--- src/rtl/mips_ctrl_pkg.sv ---
// Shared types and constants for the multi-cycle MIPS control unit:
// FSM state encoding, opcode/funct values, ALU codes and mux selects.
package mips_ctrl_pkg;

    typedef enum logic [3:0] {
        S_START   = 4'd0,
        S_FETCH   = 4'd1,
        S_DECODE  = 4'd2,
        S_MEMADR  = 4'd3,
        S_MEMRD   = 4'd4,
        S_MEMWB   = 4'd5,
        S_MEMWR   = 4'd6,
        S_EXEC    = 4'd7,
        S_ALUWB   = 4'd8,
        S_BRANCH  = 4'd9,
        S_ADDIEX  = 4'd10,
        S_ADDIWB  = 4'd11,
        S_JUMP    = 4'd12,
        S_ILLEGAL = 4'd13
    } state_t;

    localparam logic [5:0] OP_RTYPE = 6'b000000;
    localparam logic [5:0] OP_LW    = 6'b100011;
    localparam logic [5:0] OP_SW    = 6'b101011;
    localparam logic [5:0] OP_BEQ   = 6'b000100;
    localparam logic [5:0] OP_BNE   = 6'b000101;
    localparam logic [5:0] OP_ADDI  = 6'b001000;
    localparam logic [5:0] OP_J     = 6'b000010;

    localparam logic [5:0] FN_ADD = 6'b100000;
    localparam logic [5:0] FN_SUB = 6'b100010;
    localparam logic [5:0] FN_AND = 6'b100100;
    localparam logic [5:0] FN_OR  = 6'b100101;
    localparam logic [5:0] FN_SLT = 6'b101010;
    localparam logic [5:0] FN_SLL = 6'b000000;
    localparam logic [5:0] FN_SRL = 6'b000010;

    localparam logic [2:0] ALU_AND = 3'b000;
    localparam logic [2:0] ALU_OR  = 3'b001;
    localparam logic [2:0] ALU_ADD = 3'b010;
    localparam logic [2:0] ALU_SLL = 3'b011;
    localparam logic [2:0] ALU_SRL = 3'b100;
    localparam logic [2:0] ALU_SUB = 3'b110;
    localparam logic [2:0] ALU_SLT = 3'b111;

    localparam logic [1:0] PC_ALU    = 2'b00;
    localparam logic [1:0] PC_ALUOUT = 2'b01;
    localparam logic [1:0] PC_JUMP   = 2'b10;

    localparam logic [1:0] SRCB_RT     = 2'b00;
    localparam logic [1:0] SRCB_FOUR   = 2'b01;
    localparam logic [1:0] SRCB_IMM    = 2'b10;
    localparam logic [1:0] SRCB_IMM_SH = 2'b11;

endpackage

--- src/rtl/alu_decoder.sv ---
// R-type funct decoder: maps funct to an ALU code and flags unsupported
// funct values. Ports: funct in; aluOp, valid out.
module alu_decoder
    import mips_ctrl_pkg::*;
(
    input  logic [5:0] funct,
    output logic [2:0] aluOp,
    output logic       valid
);

    always_comb begin
        aluOp = ALU_ADD;
        valid = 1'b1;
        case (funct)
            FN_ADD:  aluOp = ALU_ADD;
            FN_SUB:  aluOp = ALU_SUB;
            FN_AND:  aluOp = ALU_AND;
            FN_OR:   aluOp = ALU_OR;
            FN_SLT:  aluOp = ALU_SLT;
            FN_SLL:  aluOp = ALU_SLL;
            FN_SRL:  aluOp = ALU_SRL;
            default: valid = 1'b0;
        endcase
    end

endmodule

--- src/rtl/multicycle_ctrl.sv ---
// Control FSM for the multi-cycle MIPS datapath. Inputs: clk, rst, opcode,
// funct, zero, memReady. Outputs: datapath selects/enables, illegal, retired.
module multicycle_ctrl
    import mips_ctrl_pkg::*;
#(
    parameter int CNT_W = 32
) (
    input  logic             clk,
    input  logic             rst,
    input  logic [5:0]       opcode,
    input  logic [5:0]       funct,
    input  logic             zero,
    input  logic             memReady,
    output logic             pcEn,
    output logic [1:0]       pcSrc,
    output logic             iorD,
    output logic             memWriteEn,
    output logic             irWrite,
    output logic             regDst,
    output logic             memToReg,
    output logic             regWrite,
    output logic             aluSrcA,
    output logic [1:0]       aluSrcB,
    output logic [2:0]       aluOp,
    output logic             illegal,
    output logic [CNT_W-1:0] retired
);

    state_t     state;
    state_t     next;
    logic       is_sw;
    logic       is_bne;
    logic [2:0] fn_op;
    logic       fn_ok;
    logic       retire;

    alu_decoder u_alu_dec (
        .funct (funct),
        .aluOp (fn_op),
        .valid (fn_ok)
    );

    // Opcode is only trusted in DECODE, so the lw/sw and beq/bne choice
    // is captured there for use in MEMADR and BRANCH.
    always_ff @(posedge clk or posedge rst) begin
        if (rst) begin
            state   <= S_START;
            is_sw   <= 1'b0;
            is_bne  <= 1'b0;
            retired <= '0;
        end else begin
            state <= next;
            if (state == S_DECODE) begin
                is_sw  <= (opcode == OP_SW);
                is_bne <= (opcode == OP_BNE);
            end
            if (retire)
                retired <= retired + {{(CNT_W-1){1'b0}}, 1'b1};
        end
    end

    always_comb begin
        retire = 1'b0;
        case (state)
            S_MEMWB, S_ALUWB, S_BRANCH, S_ADDIWB, S_JUMP: retire = 1'b1;
            S_MEMWR: retire = memReady;
            default: retire = 1'b0;
        endcase
    end

    always_comb begin
        next = state;
        case (state)
            S_START: next = S_FETCH;
            S_FETCH: next = memReady ? S_DECODE : S_FETCH;
            S_DECODE: begin
                case (opcode)
                    OP_RTYPE:       next = S_EXEC;
                    OP_LW, OP_SW:   next = S_MEMADR;
                    OP_BEQ, OP_BNE: next = S_BRANCH;
                    OP_ADDI:        next = S_ADDIEX;
                    OP_J:           next = S_JUMP;
                    default:        next = S_ILLEGAL;
                endcase
            end
            S_MEMADR: next = is_sw ? S_MEMWR : S_MEMRD;
            S_MEMRD:  next = memReady ? S_MEMWB : S_MEMRD;
            S_MEMWB:  next = S_FETCH;
            S_MEMWR:  next = memReady ? S_FETCH : S_MEMWR;
            S_EXEC:   next = fn_ok ? S_ALUWB : S_ILLEGAL;
            S_ALUWB:  next = S_FETCH;
            S_BRANCH: next = S_FETCH;
            S_ADDIEX: next = S_ADDIWB;
            S_ADDIWB: next = S_FETCH;
            S_JUMP:   next = S_FETCH;
            S_ILLEGAL: next = S_ILLEGAL;
            default:  next = S_START;
        endcase
    end

    always_comb begin
        pcEn       = 1'b0;
        pcSrc      = PC_ALU;
        iorD       = 1'b0;
        memWriteEn = 1'b0;
        irWrite    = 1'b0;
        regDst     = 1'b0;
        memToReg   = 1'b0;
        regWrite   = 1'b0;
        aluSrcA    = 1'b0;
        aluSrcB    = SRCB_RT;
        aluOp      = ALU_ADD;
        illegal    = 1'b0;
        case (state)
            S_FETCH: begin
                aluSrcB = SRCB_FOUR;
                irWrite = memReady;
                pcEn    = memReady;
            end
            S_DECODE: aluSrcB = SRCB_IMM_SH;
            S_MEMADR, S_ADDIEX: begin
                aluSrcA = 1'b1;
                aluSrcB = SRCB_IMM;
            end
            S_MEMRD: iorD = 1'b1;
            S_MEMWB: begin
                memToReg = 1'b1;
                regWrite = 1'b1;
            end
            S_MEMWR: begin
                iorD       = 1'b1;
                memWriteEn = 1'b1;
            end
            S_EXEC: begin
                aluSrcA = 1'b1;
                aluOp   = fn_op;
            end
            S_ALUWB: begin
                regDst   = 1'b1;
                regWrite = 1'b1;
            end
            S_BRANCH: begin
                aluSrcA = 1'b1;
                aluOp   = ALU_SUB;
                pcSrc   = PC_ALUOUT;
                pcEn    = is_bne ? ~zero : zero;
            end
            S_ADDIWB: regWrite = 1'b1;
            S_JUMP: begin
                pcSrc = PC_JUMP;
                pcEn  = 1'b1;
            end
            S_ILLEGAL: illegal = 1'b1;
            default: ;
        endcase
    end

endmodule
--- config.mk ---
export PLATFORM = sky130hd
export DESIGN_NAME = multicycle_ctrl
export DESIGN_NICKNAME = d
export VERILOG_FILES = /design/src/rtl/mips_ctrl_pkg.sv /design/src/rtl/alu_decoder.sv /design/src/rtl/multicycle_ctrl.sv
export SDC_FILE = /design/constraint.sdc
export NUM_CORES = 1
export LEC_CHECK = 0
export ABC_AREA = 0
export BUFFER_PORTS_ARGS = -buffer_cell sky130_fd_sc_hd__buf_2
export CORE_MARGIN = 2
export CORE_UTILIZATION = 47
export DETAILED_ROUTE_END_ITERATION = 10
export GPL_ROUTABILITY_DRIVEN = 0
export PLACE_DENSITY = 0.86
export RECOVER_POWER = 100
export SKIP_LAST_GASP = 1
export SLEW_MARGIN = 40
export SYNTH_ARGS = -nofsm -noshare
export SYNTH_HDL_FRONTEND = slang
export SYNTH_SLANG_ARGS = --single-unit
--- constraint.sdc ---
create_clock -name clk -period 1.7 [get_ports clk]
set_input_delay 0.34 -clock clk [delete_from_list [all_inputs] [get_ports clk]]
set_output_delay 0.34 -clock clk [all_outputs]
set_load 0.02 [all_outputs]
* Word-level counts from Yosys, hierarchy flattened
Index checks and enable logic that the tools add are counted.
Cells by class: muxes and demuxes 23, eq/ne operators 25, $add $sub $neg 1, reduce and logical (&&, ||, !) cells 12, bitwise gates (word level) 1
Operators by type and width (number):
- 6-bit == test (second input constant) | 7
- 4-bit one-hot mux with 9 select lines | 1
- 32-bit by 1-bit adder with 32-bit output (second input constant) | 1
- 4-bit == test (second input constant) | 6
- 4-bit one-hot mux with 5 select lines | 1
- 3-bit one-hot mux with 6 select lines | 1
- 4-bit by 3-bit == test with 1-bit output (second input constant) | 4
- 6-bit by 2-bit == test with 1-bit output (second input constant) | 2
- 6-bit by 3-bit == test with 1-bit output (second input constant) | 2
- 6-bit logical NOT | 2
- 1-bit two-way mux | 11
- 4-bit by 2-bit == test with 1-bit output (second input constant) | 2
- 2-bit OR reduction | 4
- 7-bit OR reduction | 1
- 6-bit by 4-bit == test with 1-bit output (second input constant) | 1
- 3-bit two-way mux | 2
- 2-bit one-hot mux with 3 select lines | 1
- 3-bit one-hot mux with 2 select lines | 1
- 6-bit OR reduction | 1
- 5-bit OR reduction | 1
- 4-bit by 1-bit == test with 1-bit output (second input constant) | 1
- 4-bit logical NOT | 1
- 2-bit two-way mux | 2
- 2-bit one-hot mux with 2 select lines | 1
- 5 further kinds | 5
Word-level totals: output and inout bits 48, register bits after elaboration 38

* Logic depth before layout (Yosys ltp)
depth in word-level cells 5, mapped depth 7, mapped depth without buffers 6

* Hierarchy
From an unflattened synthesis, not the netlist that was laid out.
Unflattened totals: cells, all modules 230, area total of the unflattened synthesis 2193.4 um2
By module, submodules not included:
- multicycle_ctrl | area an instance 2098.3 um2, times used 1, cells an instance 213
- alu_decoder | area an instance 95.1 um2, times used 1, cells an instance 17

* Worst setup path after synthesis
OpenSTA, ideal clock, no wires.
path kind register -> output, start point register state[0], end point output port pcEn, cell stages (with the launch flop) 5, slack -517 ps, data arrival time 1877 ps, cell sequence dfrtp_1 clkbuf_1 nand2b_1 nor4b_1 a21o_1
On the way: longest elaborated chain between the ends 2
RTL lines:
- from (decl) | line multicycle_ctrl.sv:29 | state_t state;
- from (signal assigned) | line multicycle_ctrl.sv:52 | state <= next;
- 4-bit == test or 4-bit by 1-bit == test with 1-bit output (tied branches) | line multicycle_ctrl.sv:114 | case (state)
- 1-bit one-hot mux with 3 select lines * | line multicycle_ctrl.sv:114
- to (decl) | line multicycle_ctrl.sv:14 | output logic pcEn,
Mark *: on every way between the ends. The rest lies on a longest branch, timed or not.

* Worst setup path after layout
start point register state[2], end point output port aluSrcA
On the way: longest elaborated chain between the ends 3
RTL lines:
- 4-bit == test, or another cell as far along | line multicycle_ctrl.sv:114
- 4-bit OR reduction (no source line) *
- 1-bit two-way mux * | line multicycle_ctrl.sv:114
- to (decl) | line multicycle_ctrl.sv:22 | output logic aluSrcA,
Marked as above.

==> out/results.ini <==
[run_status]
status = finished, violations left
violations = setup timing

[global_route]
grt-ovfl-total = 0
grt_usage_pct = 22.5
top_usage_layer = met2
grt_pass1_wl_um = 9390
grt_max_degree = 39
grt_use_met1_pct = 31.4
grt_pass1_vias = 2083
grt_use_met3_pct = 5.83
use_met2_pct = 35.4
antenna_found_initial = 0

[worst_setup_path]
cp-start-kind = flop
worstPathMaxFanout = 5
cp.required_ps = 1360
critPathArrivalTime_ps = 1530
crit_type = reg -> out
end_kind = output port

[cells_and_area]
ff_latch_area_um2 = 953
fin_nets = 372
nFillCells = 364
final_core_util_pct = 72.2
multiInputGateArea_um2 = 1380
drive_gt1_share_pct = 34.8
mostFrequentLayoutCell = buf_4
final_cell_mix = buf_4, dfrtp_1, clkbuf_1, nor2_1, buf_2
area_growth_pct = 45.5
n_antenna_cell = 0
finalInstanceArea_um2 = 3210

[timing]
period_minus_slack_ps = 1870
finClkSkew_ps = 5.52
slew_headroom_pct = 38.8
max_clock_freq_mhz = 534
fin_crit_sh_pct = 110
setup_viol = 32
drv_slew = 0
worst_slack_ps = -172
finalSetupTns_ps = -1960
rsz0062_at_grt = yes
tightest_slew_ps = 918
finalHoldViolations = 0

[floorplan]
die_h_um = 72.5
start_util_pct = 49.6
fp.dieArea_um2 = 5260
io_pins = 64
core_region_area_um2 = 4440
rows = 24
die_w_um = 72.5

[yosys]
yosysWarnings = 0
synth_cell_type_count = 40
yosysSeqAreaShare_pct = 43.1
synth_cells = 247
syn_nets = 264
synth_area_um2 = 2210
syn_area_per_cell_um2 = 8.93
synth_seq_cells = 38

[routing]
routed_via_density = 5.48
dr.pass1.iters = 4
drc = 0
drtAntennaViolNets = 0
wire_per_inst_um = 14.5
vias = 2237
drt_first_iter_violations = 85
totalWireLength_um = 5920

[cts]
cts_tree = done
clockBufferDepth = 2
cts_buffers = 5
htree_levels = 2
cts_root_buf = clkbuf_8
holdBufCountCts = 0
clkLatencyLatePin_ps = 290
cts_num_sinks = 38
clkTransAtPathRegs_ps = 70

[min_path]
hold_path_class = in -> reg

[place]
dpl-instance-area_um2 = 2840
dp_hpwl_um = 4020
io_buffer_count = 63

[power_and_ir_drop]
finalPower_mw = 4.23
p_per_area_nw_per_um2 = 1320
ir_drop_uv = 845
p_leak_nw = 1.54

[run]
drv_cap = 0

cell type report:
| type | count | share of cell area [%] |
|---|---|---|
| Timing Repair Buffer | 110 | 21.4 |
| Multi-Input combinational cell | 195 | 42.9 |
| Inverter | 5 | 0.585 |
| Clock buffer | 5 | 2.14 |
| Sequential cell | 38 | 29.7 |
| Tap cell | 52 | 2.03 |
| Clock inverter | 3 | 1.25 |
critical path: stages (launching register included):
cell,delay [ps]
dfrtp_1,400
nand2b_1,240
buf_4,190
nor2_1,70
o21ai_0,70
o21ai_0,80
buf_2,190
flip-flops by register name, indices dropped and copies added, names as in the netlist:
register / cells
is_sw: 1
state: 4
retired: 32
is_bne: 1
routing by layer:
metal | up-vias | wire length (um)
li1 | 1089 | -
met3 | 8 | 342
met2 | 73 | 2820
met5 | - | 0
met1 | 1067 | 2700
met4 | 0 | 54
logic make-up after synthesis:
| family | after synthesis | share of synthesized area, % |
|---|---|---|
| AOI/OAI and AO/OA | 32 | 9.93 |
| and+or+nand+nor | 126 | 29.3 |
| muxes | 3 | 1.42 |
| DFF | 38 | 43.1 |
| adders and majority gates | 1 | 0.567 |
| xor gates and xnor gates | 33 | 13.1 |
| buffers and inverters | 14 | 2.55 |
final timing paths:
| path | slack (ps) | start | endpoint | depth (start not counted) |
|---|---|---|---|---|
| max | -170 | state[2]$_DFF_PP0_ | aluSrcA | 6 |
| min | 290 | opcode[5] | is_bne$_DFFE_PP0P_ | 2 |
| max reg2reg | -80 | state[3]$_DFF_PP0_ | retired[28]$_DFFE_PP0P_ | 5 |
| min reg2reg | 470 | retired[31]$_DFFE_PP0P_ | retired[31]$_DFFE_PP0P_ | 1 |
| max in group asynchronous | 760 | rst | state[0]$_DFF_PP0_ | 3 |
| min in group asynchronous | 320 | rst | retired[27]$_DFFE_PP0P_ | 3 |
cells in the mapped netlist:
cell type	n	area share, %
nand2_1	22	3.7
a311o_2	1	0.51
nand3b_1	2	0.68
a21oi_1	7	1.6
nor2_1	28	4.8
xnor2_1	13	5.2
a211oi_1	2	0.68
o221ai_1	1	0.40
dfrtp_1	38	43
and4_1	3	1.2
xor2_1	20	7.9
mux2_2	1	0.51
nor3_1	21	4.8
nand4_2	1	0.57
nand2b_1	6	1.7
inv_1	5	0.85
ha_1	1	0.57
nor2b_1	4	1.1
nand4b_1	2	0.79
clkbuf_1	6	1.0
o31ai_1	2	0.68
nand4_1	10	2.8
o41ai_1	1	0.40
o211ai_2	1	0.57
nor4b_1	1	0.40
and3_1	2	0.57
nor4_1	1	0.28
and3b_1	1	0.40
o21ai_0	9	2.0
or3_1	2	0.57
nor3b_1	2	0.68
mux2i_1	2	0.91
nand3_1	15	3.4
and2_1	3	0.85
a41o_1	1	0.45
o211ai_1	1	0.34
o32a_1	1	0.45
buf_2	3	0.68
a32o_1	1	0.45
a21o_1	4	1.4
per-stage QoR:
| step | std cells | hold WS [ps] | worst slack (ps) |
|---|---|---|---|
| after global routing | 408 | 278 | -264 |
| final | 408 | 292 | -172 |
| after floorplan | 247 | 436 | -7.19 |
| after global placement | 389 | 452 | 18.0 |
| after detailed placement | 389 | 456 | -39.2 |
| after CTS | 402 | 162 | -166 |
timing repair:
action,4_1_cts,5_1_grt
resized for setup,27,31
pin swaps,3,9
buffers inserted,5,6
endpoints found under the setup margin,18,48
power by group:
group	switching [mW]	internal (mW)
clock	0.315	0.432
sequential	0.172	1.04
combinational	1.24	1.03
Power figures use the tool's default switching activity.
